## src/rtl/ship_ctrl.sv

```systemverilog
// ship_ctrl -- player ship life-cycle controller.
//
// Tracks the ship through ALIVE -> EXPLODE -> WAIT -> INVULN -> ALIVE,
// counts lives, drives the heading phase from the steering wheel ADC and
// selects the sprite ROM frame (flame animation or explosion animation).
//
// Ports:
//   clk          system clock, all flops on the rising edge
//   reset        asynchronous, active-high reset
//   game_over    level; forces the ship into OVER (sticky until reset)
//   collision    level; ship was hit this cycle (honoured only in ALIVE)
//   accelerator  thrust button
//   wheel        steering ADC sample
//   anim_pulse   single-cycle animation tick
//   phase        registered heading phase for the sin/cos lookup
//   thrust       registered engine-on flag
//   anim_base    registered sprite ROM frame base address
//   draw_en      ship sprite visible
//   collide_en   collisions accepted this cycle (ALIVE only)
//   respawn      one-cycle pulse on entry to INVULN; mover re-centres ship
//   lives        remaining lives
//   dbg_state    current FSM state (ship_state_t encoding)
//
// Handshake: there is no valid/ready flow here. anim_pulse is a strobe that
// is acted on in exactly the cycle it is high; collision and game_over are
// levels sampled every cycle.
//
// Configuration macro: SHIP_INVULN_BLINK_EN -- when defined the sprite blinks
// once per tick during INVULN; when undefined it stays visible throughout.

module ship_ctrl #(
    parameter int WHEEL_BITS    = 12,
    parameter int SCALE         = 34,
    parameter int PHASE_BITS    = 10,
    parameter int THRUST_FRAMES = 4,
    parameter int EXPL_FRAMES   = 4,
    parameter int FRAME_SIZE    = 1020,
    parameter int EXPL_BASE     = 4080,
    parameter int ADDR_BITS     = 13,
    parameter int LIVES         = 3,
    parameter int RESPAWN_TICKS = 8,
    parameter int INVULN_TICKS  = 16
) (
    input  logic                         clk,
    input  logic                         reset,
    input  logic                         game_over,
    input  logic                         collision,
    input  logic                         accelerator,
    input  logic [WHEEL_BITS-1:0]        wheel,
    input  logic                         anim_pulse,
    output logic [PHASE_BITS-1:0]        phase,
    output logic                         thrust,
    output logic [ADDR_BITS-1:0]         anim_base,
    output logic                         draw_en,
    output logic                         collide_en,
    output logic                         respawn,
    output logic [$clog2(LIVES+1)-1:0]   lives,
    output logic [2:0]                   dbg_state
);

    localparam int LIVES_W = $clog2(LIVES + 1);
    localparam int MAX_T   = (EXPL_FRAMES > RESPAWN_TICKS) ?
                             ((EXPL_FRAMES > INVULN_TICKS) ? EXPL_FRAMES : INVULN_TICKS) :
                             ((RESPAWN_TICKS > INVULN_TICKS) ? RESPAWN_TICKS : INVULN_TICKS);
    localparam int CNT_W   = (MAX_T > 1) ? $clog2(MAX_T) : 1;
    localparam int FLAME_W = $clog2(THRUST_FRAMES);
    localparam int PROD_W  = WHEEL_BITS + 6;

    localparam logic [CNT_W-1:0]   EXPL_LAST    = CNT_W'(EXPL_FRAMES - 1);
    localparam logic [CNT_W-1:0]   RESPAWN_LAST = CNT_W'(RESPAWN_TICKS - 1);
    localparam logic [CNT_W-1:0]   INVULN_LAST  = CNT_W'(INVULN_TICKS - 1);
    localparam logic [FLAME_W-1:0] FLAME_LAST   = FLAME_W'(THRUST_FRAMES - 1);
    localparam logic [5:0]         SCALE_W      = 6'(SCALE);

    typedef enum logic [2:0] {
        ST_ALIVE   = 3'd0,
        ST_EXPLODE = 3'd1,
        ST_WAIT    = 3'd2,
        ST_INVULN  = 3'd3,
        ST_OVER    = 3'd4
    } ship_state_t;

    ship_state_t         state_q, state_d;
    logic [CNT_W-1:0]    cnt_q;
    logic [FLAME_W-1:0]  flame_q;
    logic [LIVES_W-1:0]  lives_q;
    logic                thrust_q;
    logic                respawn_q;
    logic [PHASE_BITS-1:0] phase_q;
    logic [ADDR_BITS-1:0]  anim_q;

    logic                tick;
    logic                hit;
    logic                counting;
    logic [PROD_W-1:0]   prod;
    logic [31:0]         anim_d;

    assign tick = anim_pulse;
    // game_over wins over a simultaneous collision, so no life is lost then.
    assign hit  = (state_q == ST_ALIVE) && collision && !game_over;
    assign counting = (state_q == ST_EXPLODE) || (state_q == ST_WAIT) ||
                      (state_q == ST_INVULN);

    // ---------------------------------------------------------------
    // FSM: state register
    // ---------------------------------------------------------------
    always_ff @(posedge clk or posedge reset) begin
        if (reset) begin
            state_q <= ST_ALIVE;
        end else begin
            state_q <= state_d;
        end
    end

    // ---------------------------------------------------------------
    // FSM: next state and state-decoded outputs
    // ---------------------------------------------------------------
    always_comb begin
        state_d    = state_q;
        draw_en    = 1'b0;
        collide_en = 1'b0;

        if (game_over) begin
            state_d = ST_OVER;
        end else begin
            case (state_q)
                ST_ALIVE: begin
                    if (collision) state_d = ST_EXPLODE;
                end
                ST_EXPLODE: begin
                    // lives_q already holds the post-hit count here.
                    if (tick && cnt_q == EXPL_LAST)
                        state_d = (lives_q == '0) ? ST_OVER : ST_WAIT;
                end
                ST_WAIT: begin
                    if (tick && cnt_q == RESPAWN_LAST) state_d = ST_INVULN;
                end
                ST_INVULN: begin
                    if (tick && cnt_q == INVULN_LAST) state_d = ST_ALIVE;
                end
                ST_OVER: begin
                    state_d = ST_OVER;
                end
                default: begin
                    state_d = ST_ALIVE;
                end
            endcase
        end

        case (state_q)
            ST_ALIVE: begin
                draw_en    = 1'b1;
                collide_en = 1'b1;
            end
            ST_EXPLODE: begin
                draw_en = 1'b1;
            end
            ST_INVULN: begin
`ifdef SHIP_INVULN_BLINK_EN
                // Counter is cleared on entry, so the first frame is visible.
                draw_en = ~cnt_q[0];
`else
                draw_en = 1'b1;
`endif
            end
            default: begin
                draw_en    = 1'b0;
                collide_en = 1'b0;
            end
        endcase
    end

    // ---------------------------------------------------------------
    // Shared tick counter for EXPLODE / WAIT / INVULN; zeroed on every
    // state change so each phase starts counting from 0.
    // ---------------------------------------------------------------
    always_ff @(posedge clk or posedge reset) begin
        if (reset) begin
            cnt_q <= '0;
        end else if (state_d != state_q) begin
            cnt_q <= '0;
        end else if (tick && counting) begin
            cnt_q <= cnt_q + CNT_W'(1);
        end
    end

    // ---------------------------------------------------------------
    // Lives, thrust, respawn pulse
    // ---------------------------------------------------------------
    always_ff @(posedge clk or posedge reset) begin
        if (reset) begin
            lives_q   <= LIVES_W'(LIVES);
            thrust_q  <= 1'b0;
            respawn_q <= 1'b0;
        end else begin
            if (hit && lives_q != '0) lives_q <= lives_q - LIVES_W'(1);
            thrust_q  <= accelerator && !game_over &&
                         ((state_q == ST_ALIVE) || (state_q == ST_INVULN));
            respawn_q <= (state_q == ST_WAIT) && (state_d == ST_INVULN);
        end
    end

    // ---------------------------------------------------------------
    // Flame animation: counts down through the frames while the engine is on.
    // ---------------------------------------------------------------
    always_ff @(posedge clk or posedge reset) begin
        if (reset) begin
            flame_q <= '0;
        end else if (!thrust_q) begin
            flame_q <= '0;
        end else if (tick) begin
            flame_q <= (flame_q == '0) ? FLAME_LAST : flame_q - FLAME_W'(1);
        end
    end

    // ---------------------------------------------------------------
    // Sprite frame base and heading phase (both registered)
    // ---------------------------------------------------------------
    always_comb begin
        anim_d = 32'd0;
        if (state_q == ST_EXPLODE)
            anim_d = 32'(EXPL_BASE) + 32'(cnt_q) * 32'(FRAME_SIZE);
        else if (thrust_q)
            anim_d = 32'(flame_q) * 32'(FRAME_SIZE);
    end

    // Fixed-point scale: keep the PHASE_BITS just below the product's top bit.
    assign prod = PROD_W'(wheel) * PROD_W'(SCALE_W);

    logic unused_prod;
    assign unused_prod = ^{prod[PROD_W-1], prod[WHEEL_BITS+4-PHASE_BITS:0], anim_d};

    always_ff @(posedge clk or posedge reset) begin
        if (reset) begin
            anim_q  <= '0;
            phase_q <= '0;
        end else begin
            anim_q  <= anim_d[ADDR_BITS-1:0];
            phase_q <= (game_over || state_q == ST_OVER) ? '0 :
                       prod[WHEEL_BITS+4 -: PHASE_BITS];
        end
    end

    assign phase     = phase_q;
    assign thrust    = thrust_q;
    assign anim_base = anim_q;
    assign respawn   = respawn_q;
    assign lives     = lives_q;
    assign dbg_state = state_q;

endmodule

```

## config.mk

```make
export PLATFORM = sky130hd
export DESIGN_NAME = ship_ctrl
export DESIGN_NICKNAME = d
export VERILOG_FILES = /design/src/rtl/ship_ctrl.sv
export SDC_FILE = /design/constraint.sdc
export NUM_CORES = 1
export LEC_CHECK = 0
export ABC_AREA = 1
export BUFFER_PORTS_ARGS = -buffer_cell sky130_fd_sc_hd__buf_2
export CORE_AREA = 4 4 99 101
export DETAILED_ROUTE_END_ITERATION = 7
export DIE_AREA = 0 0 103 105
export HOLD_SLACK_MARGIN = 0.12
export PLACE_DENSITY = 0.51
export SLEW_MARGIN = 20
export SYNTH_ARGS = -nofsm -noshare
export SYNTH_HDL_FRONTEND = slang
export SYNTH_SLANG_ARGS = --single-unit
```

## constraint.sdc

```tcl
create_clock -name clk -period 9.2 [get_ports clk]
set_clock_uncertainty 0.15 [all_clocks]
set_input_delay 1.84 -clock clk [delete_from_list [all_inputs] [get_ports clk]]
set_output_delay 1.84 -clock clk [all_outputs]
set_load 0.005 [all_outputs]
```

# Yosys cells after proc, flatten, opt, wreduce, memory -nomap -nowiden
# Cells that the tools add are included.
[totals]
reg_bits = 36
input_bits = 18
output_inout_bits = 32
wordCells = 63
[op_classes]
n_addsub = 4
multipliers = 3
n_eq_ne = 10
muxes = 17
reduce_logical = 21
[op_table]
columns = ["operator", "count"]
rows = [
  ["$mux 3", 6],
  ["$mul 12x5->16 const B", 1],
  ["$pmux 3 s5", 1],
  ["$add 12x13->13 const A", 1],
  ["$mux 13", 1],
  ["$mux 12", 1],
  ["$mul 4x8->11 const B", 1],
  ["$logic_and 1x1->1", 10],
  ["$mul 2x8->10 const B", 1],
  ["$mux 10", 1],
  ["$eq 3x2->1 const B", 3],
  ["$mux 4", 2],
  ["$mux 2", 3],
  ["$add 4x1->4 const B", 1],
  ["$eq 4x2->1 const B", 1],
  ["$eq 4x3->1 const B", 1],
  ["$eq 4x4->1 const B", 1],
  ["$logic_not 2->1", 2],
  ["$logic_or 1x1->1", 4],
  ["$reduce_bool 2->1", 2],
  ["$sub 2x1->2 const B", 2],
  ["$eq 3x1->1 const B", 1],
  ["$eq 3x3->1 const B", 1],
  ["$logic_not 3->1", 1],
  ["5 further kinds", 6],
]

# Logic depth before layout (Yosys ltp)
# Gate-level depths: netlist of the first run.
[depth]
depth_word = 7
ltp_mapped = 16
mapped_depth_nobuf = 15

# Least setup slack after synthesis of the first run
# No wires, ideal clock.
[synth_path]
path_kind = "input port to flip-flop"
startpoint = "input port wheel[1]"
endpoint = "register phase_q[9] (netlist: phase[9])"
setup_ps = 77
arrival_ps = 3279
t_required_ps = 8973
setup_slack_ps = 5694
cell_stages = 12
path_buffers = 0
path_cell_list = "ha_1 -> nand3_1 -> fa_1 -> inv_1 -> nand2_1 -> inv_1 -> nand2_1 -> nand2_1 -> nand2_1 -> a21oi_1 -> o21ai_0 -> a21oi_1"
[synth_via]
elab_chain_len = 2
[synth_lines]
columns = ["element", "line", "rtl"]
rows = [
  ["from (decl)", "49", "input logic [WHEEL_BITS-1:0] wheel,"],
  ["$mul 12x5->16", "228", "assign prod = PROD_W'(wheel) * PROD_W'(SCALE_W);"],
  ["$mux 10", "239", "phase_q <= (game_over || state_q == ST_OVER) ? '0 :"],
  ["to (signal assigned)", "239", ""],
  ["to (decl)", "89", "logic [PHASE_BITS-1:0] phase_q;"],
]
# Every way passes these cells.
# A chain may end at the register's enable or synchronous reset.

# Worst setup path after layout of the first run
[layout_path]
startpoint = "input port wheel[5]"
endpoint = "register phase_q[9] (netlist: phase[9])"
# The elaborated chain is that of the path after synthesis.

==> summary by stage, run 1 <==
Synthesis
During synthesis, Yosys emitted a total of 0 warnings. The count of cell types in the netlist is 32. Averaged over all synthesized cells, the footprint is 7.845 sq um. Synthesis inferred 34 register bits. The synthesized netlist cell count is about 330. The dominant synthesized flop cell is sky130_fd_sc_hd__dfrtp_1.

The share of the synthesized area in compound gates (AO/OA/AOI/OAI) is 9.243%. The largest family of logic cells by synthesized area is simple AND/OR/NAND/NOR gates. The async set or reset register ratio after synthesis is 100.0%. Of the total synthesized cell area, the portion taken by AND, OR, NAND and NOR gates is about a quarter.

After synthesis the cells add up to 0.002613 sq mm. After Yosys synthesis, XOR and XNOR cells account for between 3 and 4% of the synthesized area. Summing the areas of all fa, ha and maj instances in the mapped netlist gives about a fifth of the synthesized area.

Yosys mapped a number of flops with a built-in enable equal to 0. Measured against the total synthesized area, the mux share comes to 0%. Sequential elements use 32.66% of the synthesized area.

Worst setup path
The critical path launch point type is an input port. The data arrival time of the worst path is 3.66 ns. In this run the worst path has a maximum fanout of 4. The worst setup path is captured at a flip-flop.

For the worst setup path, the data required time is approximately 9 ns. The worst setup path is of the input port to flip-flop kind.

Timing
Setup repair after global routing left no endpoint under its margin. Once routing completed, OpenROAD measured the worst setup slack at 5.600 ns. The final period demand of the worst path is 3.600 ns. The worst-margin pin slew is 0.9808 ns. Derived from the worst setup path, the maximum achievable clock frequency is 277.7 MHz. Setup violations remaining at the end of the flow were counted as 0. On the final layout, the worst hold slack is 0.3655 ns.

The worst path uses 39.14% of the clock period. The max-slew violation total from the final report is 0. The final hold violation count was 0. The remaining max-slew budget at the tightest pin is 34.61%. The sum of negative setup slack is 0 ns.

Route
The number of detailed-route iterations in the first pass is 4. Using the TritonRoute via totals, the vias-per-cell ratio works out to 4.610. The total DRC errors in the routed layout is 0. The count of nets left with antenna violations after detail routing is 0.

The routed wire length is 5771 um. The routed via count is 2282. After detailed routing, the average wire length per cell comes to 11.66 um. The number of DRC violations after detailed-routing iteration 0 is 69.

Placement
The quantity of I/O buffers inserted on ports is 47. The final HPWL from detailed placement is 4616 um. The global placer's final weighted congestion is 0.8390. The placed instance area is a little under 0.003 sq mm. The setup slack after placement is 5.302 ns.

Cells and area
The cell area after layout is 0.003048 sq mm. The net count of the finished layout is roughly 440. Fill cells in the final layout number 983. The fraction of layout cells with a size suffix above 1 is 18.49%.

0 antenna diodes ended up in the layout. The synthesis-to-layout area growth is 16.67%.

GRT
The number of global-route vias before repair is roughly 2300. Entering global routing, the biggest net connects 35 pins. The global-route usage over all layers is a little under an eighth.

The total overflow reported by the global router is 0. The number of antenna violations at the first check in global routing is 0. The first global-routing pass estimated 10230 um of wire.

Pwr
The leakage dissipation is 1.746 nW. The total power draw is 0.3214 mW. The power density of the placed cells is 105.4 mW/mm^2.

IR analysis of the VDD net gives a maximum drop of between 0.04 and 0.05 mV.

Flow run
The tool flagged a number of max-cap violations equal to 0.

Outcome
The run finished with clean final reports.

Floorplan
The number of top-level pins is 50. From left edge to right edge, the die measures 103 um. The total die area is 0.01082 sq mm. The total area inside the core boundary comes to about 0.0090 sq mm. In this run the vertical extent of the chip is 105 um. The effective utilization at floorplan is 28.96%. The number of standard-cell rows in the floorplan is 35.

CTS
The number of hold-repair buffers added at the cts stage is 0. The later pin in the worst-skew pair is clocked with a latency of 0.28 ns. In this run the number of H-tree levels came out at 2. The CTS sink count is 34.

The tree is rooted in a sky130_fd_sc_hd__clkbuf_8. The post-CTS setup buffer count is 0. The maximum clock insertion buffer count is 2. TritonCTS built the clock tree. The clock-pin slew of the registers on the worst-case setup and hold paths is 0.07 ns. The post-cts repair resize count is 0.

The total CTS buffers is 5.

Hold path
The class of the tightest hold or removal check is flip-flop to flip-flop.
==> cell usage in the layout (no fill, tap or decap), types with 2 or more instances in the layout <==
cell                        n
sky130_fd_sc_hd__a21oi_1   19
sky130_fd_sc_hd__buf_2     47
sky130_fd_sc_hd__clkbuf_8   6
sky130_fd_sc_hd__conb_1     2
sky130_fd_sc_hd__dfrtp_1   32
sky130_fd_sc_hd__dfstp_2    2
sky130_fd_sc_hd__fa_1       5
sky130_fd_sc_hd__ha_1      33
sky130_fd_sc_hd__inv_1     48
sky130_fd_sc_hd__nand2_1   77
sky130_fd_sc_hd__nand2_2    2
sky130_fd_sc_hd__nand3_1   24
sky130_fd_sc_hd__nand3_2    2
sky130_fd_sc_hd__nand3b_1   3
sky130_fd_sc_hd__nand4_1    2
sky130_fd_sc_hd__nor2_1    32
sky130_fd_sc_hd__nor3_1     3
sky130_fd_sc_hd__nor3_2     5
sky130_fd_sc_hd__o211ai_1   2
sky130_fd_sc_hd__o21ai_0   13
sky130_fd_sc_hd__o21bai_1   3
sky130_fd_sc_hd__o22ai_1    3
sky130_fd_sc_hd__xnor2_1    2
sky130_fd_sc_hd__xor2_1     7
==> power breakdown <==
group          leakage [nW]  total, mW  switching [mW]  internal [mW]
Combinational          1.23     0.0515          0.0321         0.0194
Sequential            0.463      0.154         0.00141          0.152
Clock                0.0482      0.116          0.0557         0.0604
==> final timing paths <==
kind | from | endpoint | slack (ns) | cells after the start
worst max-delay path | wheel[5] | phase[9] | 5.60 | 13
worst min-delay path | lives[1] | lives[1] | 0.37 | 2
worst max register to register | cnt_q[2] | anim_base[12] | 5.76 | 14
worst min register to register | lives[1] | lives[1] | 0.37 | 2
max in group asynchronous | reset | lives[0] | 7.06 | 3
min in group asynchronous | reset | phase[1] | 1.50 | 3
==> kinds of logic after synthesis <==
group	count (synthesis)
XOR/XNOR	9
AO/OA/AOI/OAI	43
AND/OR/NAND/NOR	153
other	1
adder cells (fa/ha/maj)	38
buffers and inverters	55
flip-flops	34
==> per-layer routing <==
metal / part of all wire, % / track usage [%] / up-vias
li1: - / - / 1169
met1: 43 / 14.77 / 1042
met2: 49 / 19.48 / 63
met3: 6.0 / 3.071 / 8
met4: 1.6 / 4.163 / 0
met5: 0 / 0 / -
==> area by class of cell <==
cell class | instances | area (sq um) | share of cell area [%]
inverter | 49 | 183.9 | 6.034
tap | 111 | 138.9 | 4.557
multi-input combinational | 245 | 1538 | 50.45
sequential | 34 | 853.3 | 28.00
clock buffer | 7 | 86.33 | 2.833
clock inverter | 1 | 5.005 | 0.1642
timing repair buffer | 48 | 242.7 | 7.964
==> cells in the mapped netlist, types with 3 or more instances <==
cell type / n / area [sq um]
sky130_fd_sc_hd__a21oi_1: 19 / 95.09
sky130_fd_sc_hd__dfrtp_1: 32 / 800.8
sky130_fd_sc_hd__nor3_1: 3 / 15.01
sky130_fd_sc_hd__nand2_1: 77 / 289.0
sky130_fd_sc_hd__nor2_1: 32 / 120.1
sky130_fd_sc_hd__o22ai_1: 3 / 18.77
sky130_fd_sc_hd__nand3b_1: 3 / 22.52
sky130_fd_sc_hd__o21ai_0: 13 / 65.06
sky130_fd_sc_hd__buf_2: 3 / 15.01
sky130_fd_sc_hd__ha_1: 33 / 412.9
sky130_fd_sc_hd__inv_1: 48 / 180.2
sky130_fd_sc_hd__nand3_1: 24 / 120.1
sky130_fd_sc_hd__fa_1: 5 / 100.1
sky130_fd_sc_hd__o21bai_1: 3 / 22.52
sky130_fd_sc_hd__xor2_1: 7 / 61.31
sky130_fd_sc_hd__nor3_2: 5 / 50.05
==> state kept, by name, indices dropped and copies added (netlist names) <==
register and count:
thrust 1, cnt_q 4, lives 2, flame_q 2
dbg_state 3, respawn 1, phase 10, anim_base 11
==> through the flow <==
step	instances	utilization (%)
after floorplan	334	-
after global placement	487	32.77
after detailed placement	487	32.77
after CTS	495	33.79
after global routing	495	33.79
final	495	33.79
==> critical path, stage by stage <==
cell and delay [ns]:
sky130_fd_sc_hd__buf_2 0.11, sky130_fd_sc_hd__ha_1 0.26, sky130_fd_sc_hd__nand3_1 0.16, sky130_fd_sc_hd__fa_1 0.40, sky130_fd_sc_hd__inv_1 0.07, sky130_fd_sc_hd__nand2_1 0.05, sky130_fd_sc_hd__inv_1 0.07, sky130_fd_sc_hd__nand2_1 0.05
sky130_fd_sc_hd__nand2_1 0.12, sky130_fd_sc_hd__nand2_1 0.08, sky130_fd_sc_hd__a21oi_1 0.18, sky130_fd_sc_hd__o21ai_0 0.10, sky130_fd_sc_hd__a21oi_1 0.17
Power figures use the tool's default switching activity.
==> inputs of run 2 (changes only) <==
Settings changed: PLACE_DENSITY 0.51 to 0.52.
Clock period 9.2 ns to 3.2 ns, I/O delays scaled along.
==> run 2 against run 1 <==
Compared with the run above: setup slack got worse by 5.5 ns; largest power group unchanged; hold slack got worse by 0.075 ns; flip-flop and latch count did not move; sequential power rose to 2.9 times the previous value.
==> summary by stage, run 2 (synthesis results as in run 1) <==
GRT
The number of global-route vias before repair is 2300 (was 2312). The global-route usage over all layers is 11.82% (was 11.84%). The largest net degree at the start of global routing was 35 (unchanged). The total overflow reported by the global router is 0 (unchanged). The number of antenna violations at the first check in global routing was 0 (unchanged). The first-pass GRT wire length is 10360 um (was 10230 um).

Route
The routed via count is 2324 (was 2282). The number of DRC violations after detailed-routing iteration 0 is 58 (was 69). The number of detailed-route iterations in the first pass was 4 (unchanged). The met2 routed wirelength is 3008 um (was 2830 um). The wire length per cell after detailed routing was 12.03 um (was 11.66 um). The top routing layer in use is met4 (unchanged).

The total DRC errors in the routed layout was 0 (unchanged). The mean number of vias per cell came to 4.611 (was 4.610). The total met3 wirelength after detailed routing is 284 um (was 346 um). The routed length on met1 is 2695 um (was 2498 um). The routed wire length is 6065 um (was 5771 um).

The count of nets left with antenna violations after detail routing was 0 (unchanged).

Placement
The quantity of I/O buffers inserted on ports is 47 (unchanged). The final HPWL from detailed placement is 4801 um (was 4616 um). The setup slack after placement is 0.0002909 ns (was 5.302 ns). The global placer's final weighted congestion is 0.8477 (was 0.8390).

The placed instance area is 0.003017 sq mm (was 0.002957 sq mm). The number of placed cells counting well taps is 495 (was 487).

Timing
The final period demand of the worst path is 3.057 ns. The max-slew violation total from the final report came to 0 (unchanged). The total setup violations reported at the end of the flow came to 0 (unchanged).

The final hold violation count is 0 (unchanged). The maximum achievable frequency is around 330 MHz. The smallest setup slack after layout was 0.1428 ns (was 5.600 ns). The hold slack is 0.2907 ns (was 0.3655 ns). The sum of negative setup slack is 0 ns (unchanged).

In the finished design, the share of the clock period the worst path needs comes to 95.54%.

Floorplan
The number of standard-cell rows in the floorplan was 35 (unchanged). The number of top-level pins is 50 (unchanged). The effective utilization at floorplan is 28.96% (unchanged). The total die area is 0.01082 sq mm (unchanged).

The horizontal die dimension is 103 um (unchanged). The core area was 0.009021 sq mm (unchanged). The vertical extent of the die is 105 um (unchanged).

Flow run
The max capacitance violation total is 0 (unchanged).

Worst setup path
The kind of cell adding the most delay to the critical path is adder cells (unchanged). The critical path launch point type is a flip-flop (was input port). The worst-path cell with the longest stage delay is sky130_fd_sc_hd__fa_1 (unchanged).

The category of the critical setup timing path is flip-flop to flip-flop (was input port to flip-flop). The combined buffer and inverter count along the critical path is 1 (was 3). The delay contributed by the slowest stage of the critical path was 0.51 ns (was 0.40 ns). Sequence of cells on the critical path: fa_1, buf_4, xor2_2, ha_1, ha_4, a21oi_1, nand2_1, nand2_1, nand2_1, nand2_1, nand2_1, nor2_1, nand2_1, nand2_1, nor2_1 (was buf_2, ha_1, nand3_1, fa_1, inv_1, nand2_1, inv_1, nand2_1, nand2_1, nand2_1, a21oi_1, o21ai_0, a21oi_1). The cell occurring most often along the worst timing path is sky130_fd_sc_hd__nand2_1 (unchanged).

The data arrival time of the worst path came to 3.09 ns (was 3.66 ns). The critical path endpoint category is a flip-flop (unchanged). The highest net fanout along the worst path is 5 (was 4). The worst endpoint required time is 3.23 ns (was 9.26 ns).

CTS
The insertion delay to the later sink of the worst-skew pair is 0.28 ns (about the same). The CTS sink count is 34 (unchanged). The CTS tree was yes (unchanged). The master cell of the clock root buffer is sky130_fd_sc_hd__clkbuf_8 (unchanged).

The total CTS buffers is 5 (unchanged). The maximum clock insertion buffer count was 2 (unchanged). The clock-pin slew of the registers on the worst-case setup and hold paths is 0.07 ns (about the same).

The number of H-tree levels is 2 (unchanged).

Cells and area
The fraction of layout cells with a size suffix above 1 is 24.43% (was 18.49%). The synthesis-to-layout area growth is 22.80% (was 16.67%). Commonest non-fill, non-tap cells in the layout: 76 x sky130_fd_sc_hd__nand2_1, 47 x sky130_fd_sc_hd__buf_2, 44 x sky130_fd_sc_hd__inv_1, 32 x sky130_fd_sc_hd__dfrtp_1 (was 77 x sky130_fd_sc_hd__nand2_1, 48 x sky130_fd_sc_hd__inv_1, 47 x sky130_fd_sc_hd__buf_2, 33 x sky130_fd_sc_hd__ha_1). The most frequent standard cell in the layout excluding fill and tap cells is sky130_fd_sc_hd__nand2_1 (unchanged). The number of standard cells in the layout, taps in and fillers out is 504 (was 495). The flip-flop count of the largest register after layout came to 11 (unchanged). The net count of the finished layout was 448 (was 439). The number of antenna diodes is 0 (unchanged). The cell area after layout was 0.003208 sq mm (was 0.003048 sq mm).

Pwr
The maximum vdd ir drop is 0.1816 mV (was 0.04938 mV). The leakage dissipation is 1.792 nW (was 1.746 nW). The power density of the placed cells is 290.9 mW/mm^2 (was 105.4 mW/mm^2).

Outcome
Outcome: completed (unchanged).

Hold path
The class of the tightest hold or removal check is input port to async pin (was flip-flop to flip-flop).
[run 2: changes by cell type in the layout (fill, tap and decap cells not counted), moves of 2 or more]
cell | previous run | this run
sky130_fd_sc_hd__ha_4 | 0 | 3
sky130_fd_sc_hd__inv_2 | 1 | 5
sky130_fd_sc_hd__xor2_1 | 7 | 5
sky130_fd_sc_hd__nor2_1 | 32 | 30
sky130_fd_sc_hd__ha_1 | 33 | 30
sky130_fd_sc_hd__xor2_2 | 0 | 2
sky130_fd_sc_hd__inv_1 | 48 | 44
sky130_fd_sc_hd__buf_4 | 1 | 9
[run 2: final cells by class]
cell class	instances	area (sq um)
Timing Repair Buffer	57	322.8
Clock inverter	1	5.005
Clock buffer	7	86.33
Tap cell	111	138.9
Multi-Input combinational cell	245	1618
Inverter	49	183.9
Sequential cell	34	853.3
Fill cell	975	5813
[run 2: timing repair]
item / in CTS / in global routing
gates resized for setup: 1 / 19
hold buffers: 0 / 0
buffers inserted: 0 / 1
pin swaps: 0 / 8
setup endpoints to repair: 2 / 7
[run 2: metrics by stage]
stage	total power, mW	utilization [%]
finish	0.9333	35.56
CTS	0.9511	34.48
floorplan	0.5537	-
global placement	0.6015	33.44
detailed placement	0.6033	33.44
global route	1.003	35.56
[run 2: worst paths after layout]
check,to,cells past startpoint,start,slack (ns)
worst max-delay path,anim_base[12],15,cnt_q[3],0.14
worst min-delay path,phase[1],3,reset,0.29
worst max register to register,anim_base[12],15,cnt_q[3],0.14
worst min register to register,lives[1],2,lives[1],0.37
max in group asynchronous,lives[0],3,reset,2.27
min in group clk,lives[1],2,lives[1],0.37
[run 2: worst reg2reg max path: cells and delay by family, from the launching register on]
family	cells	cell delay, ns
buffers and inverters	1	0.17
xor gates and xnor gates	1	0.18
AOI/OAI and AO/OA	1	0.18
DFF	1	0.40
adders and majority gates	3	1.18
and+or+nand+nor	9	0.69
[run 2: metal layers]
| metal | vias up | track usage (%) |
|---|---|---|
| li1 | 1187 | - |
| met1 | 1076 | 15.02 |
| met2 | 53 | 19.62 |
| met3 | 8 | 2.937 |
| met4 | 0 | 3.330 |
| met5 | - | 0 |
[run 2: report_power, final]
group	leakage (nW)	internal, mW	total (mW)	switching [mW]
Sequential	0.463	0.438	0.442	0.00433
Clock	0.0482	0.174	0.334	0.160
Combinational	1.28	0.0627	0.157	0.0948
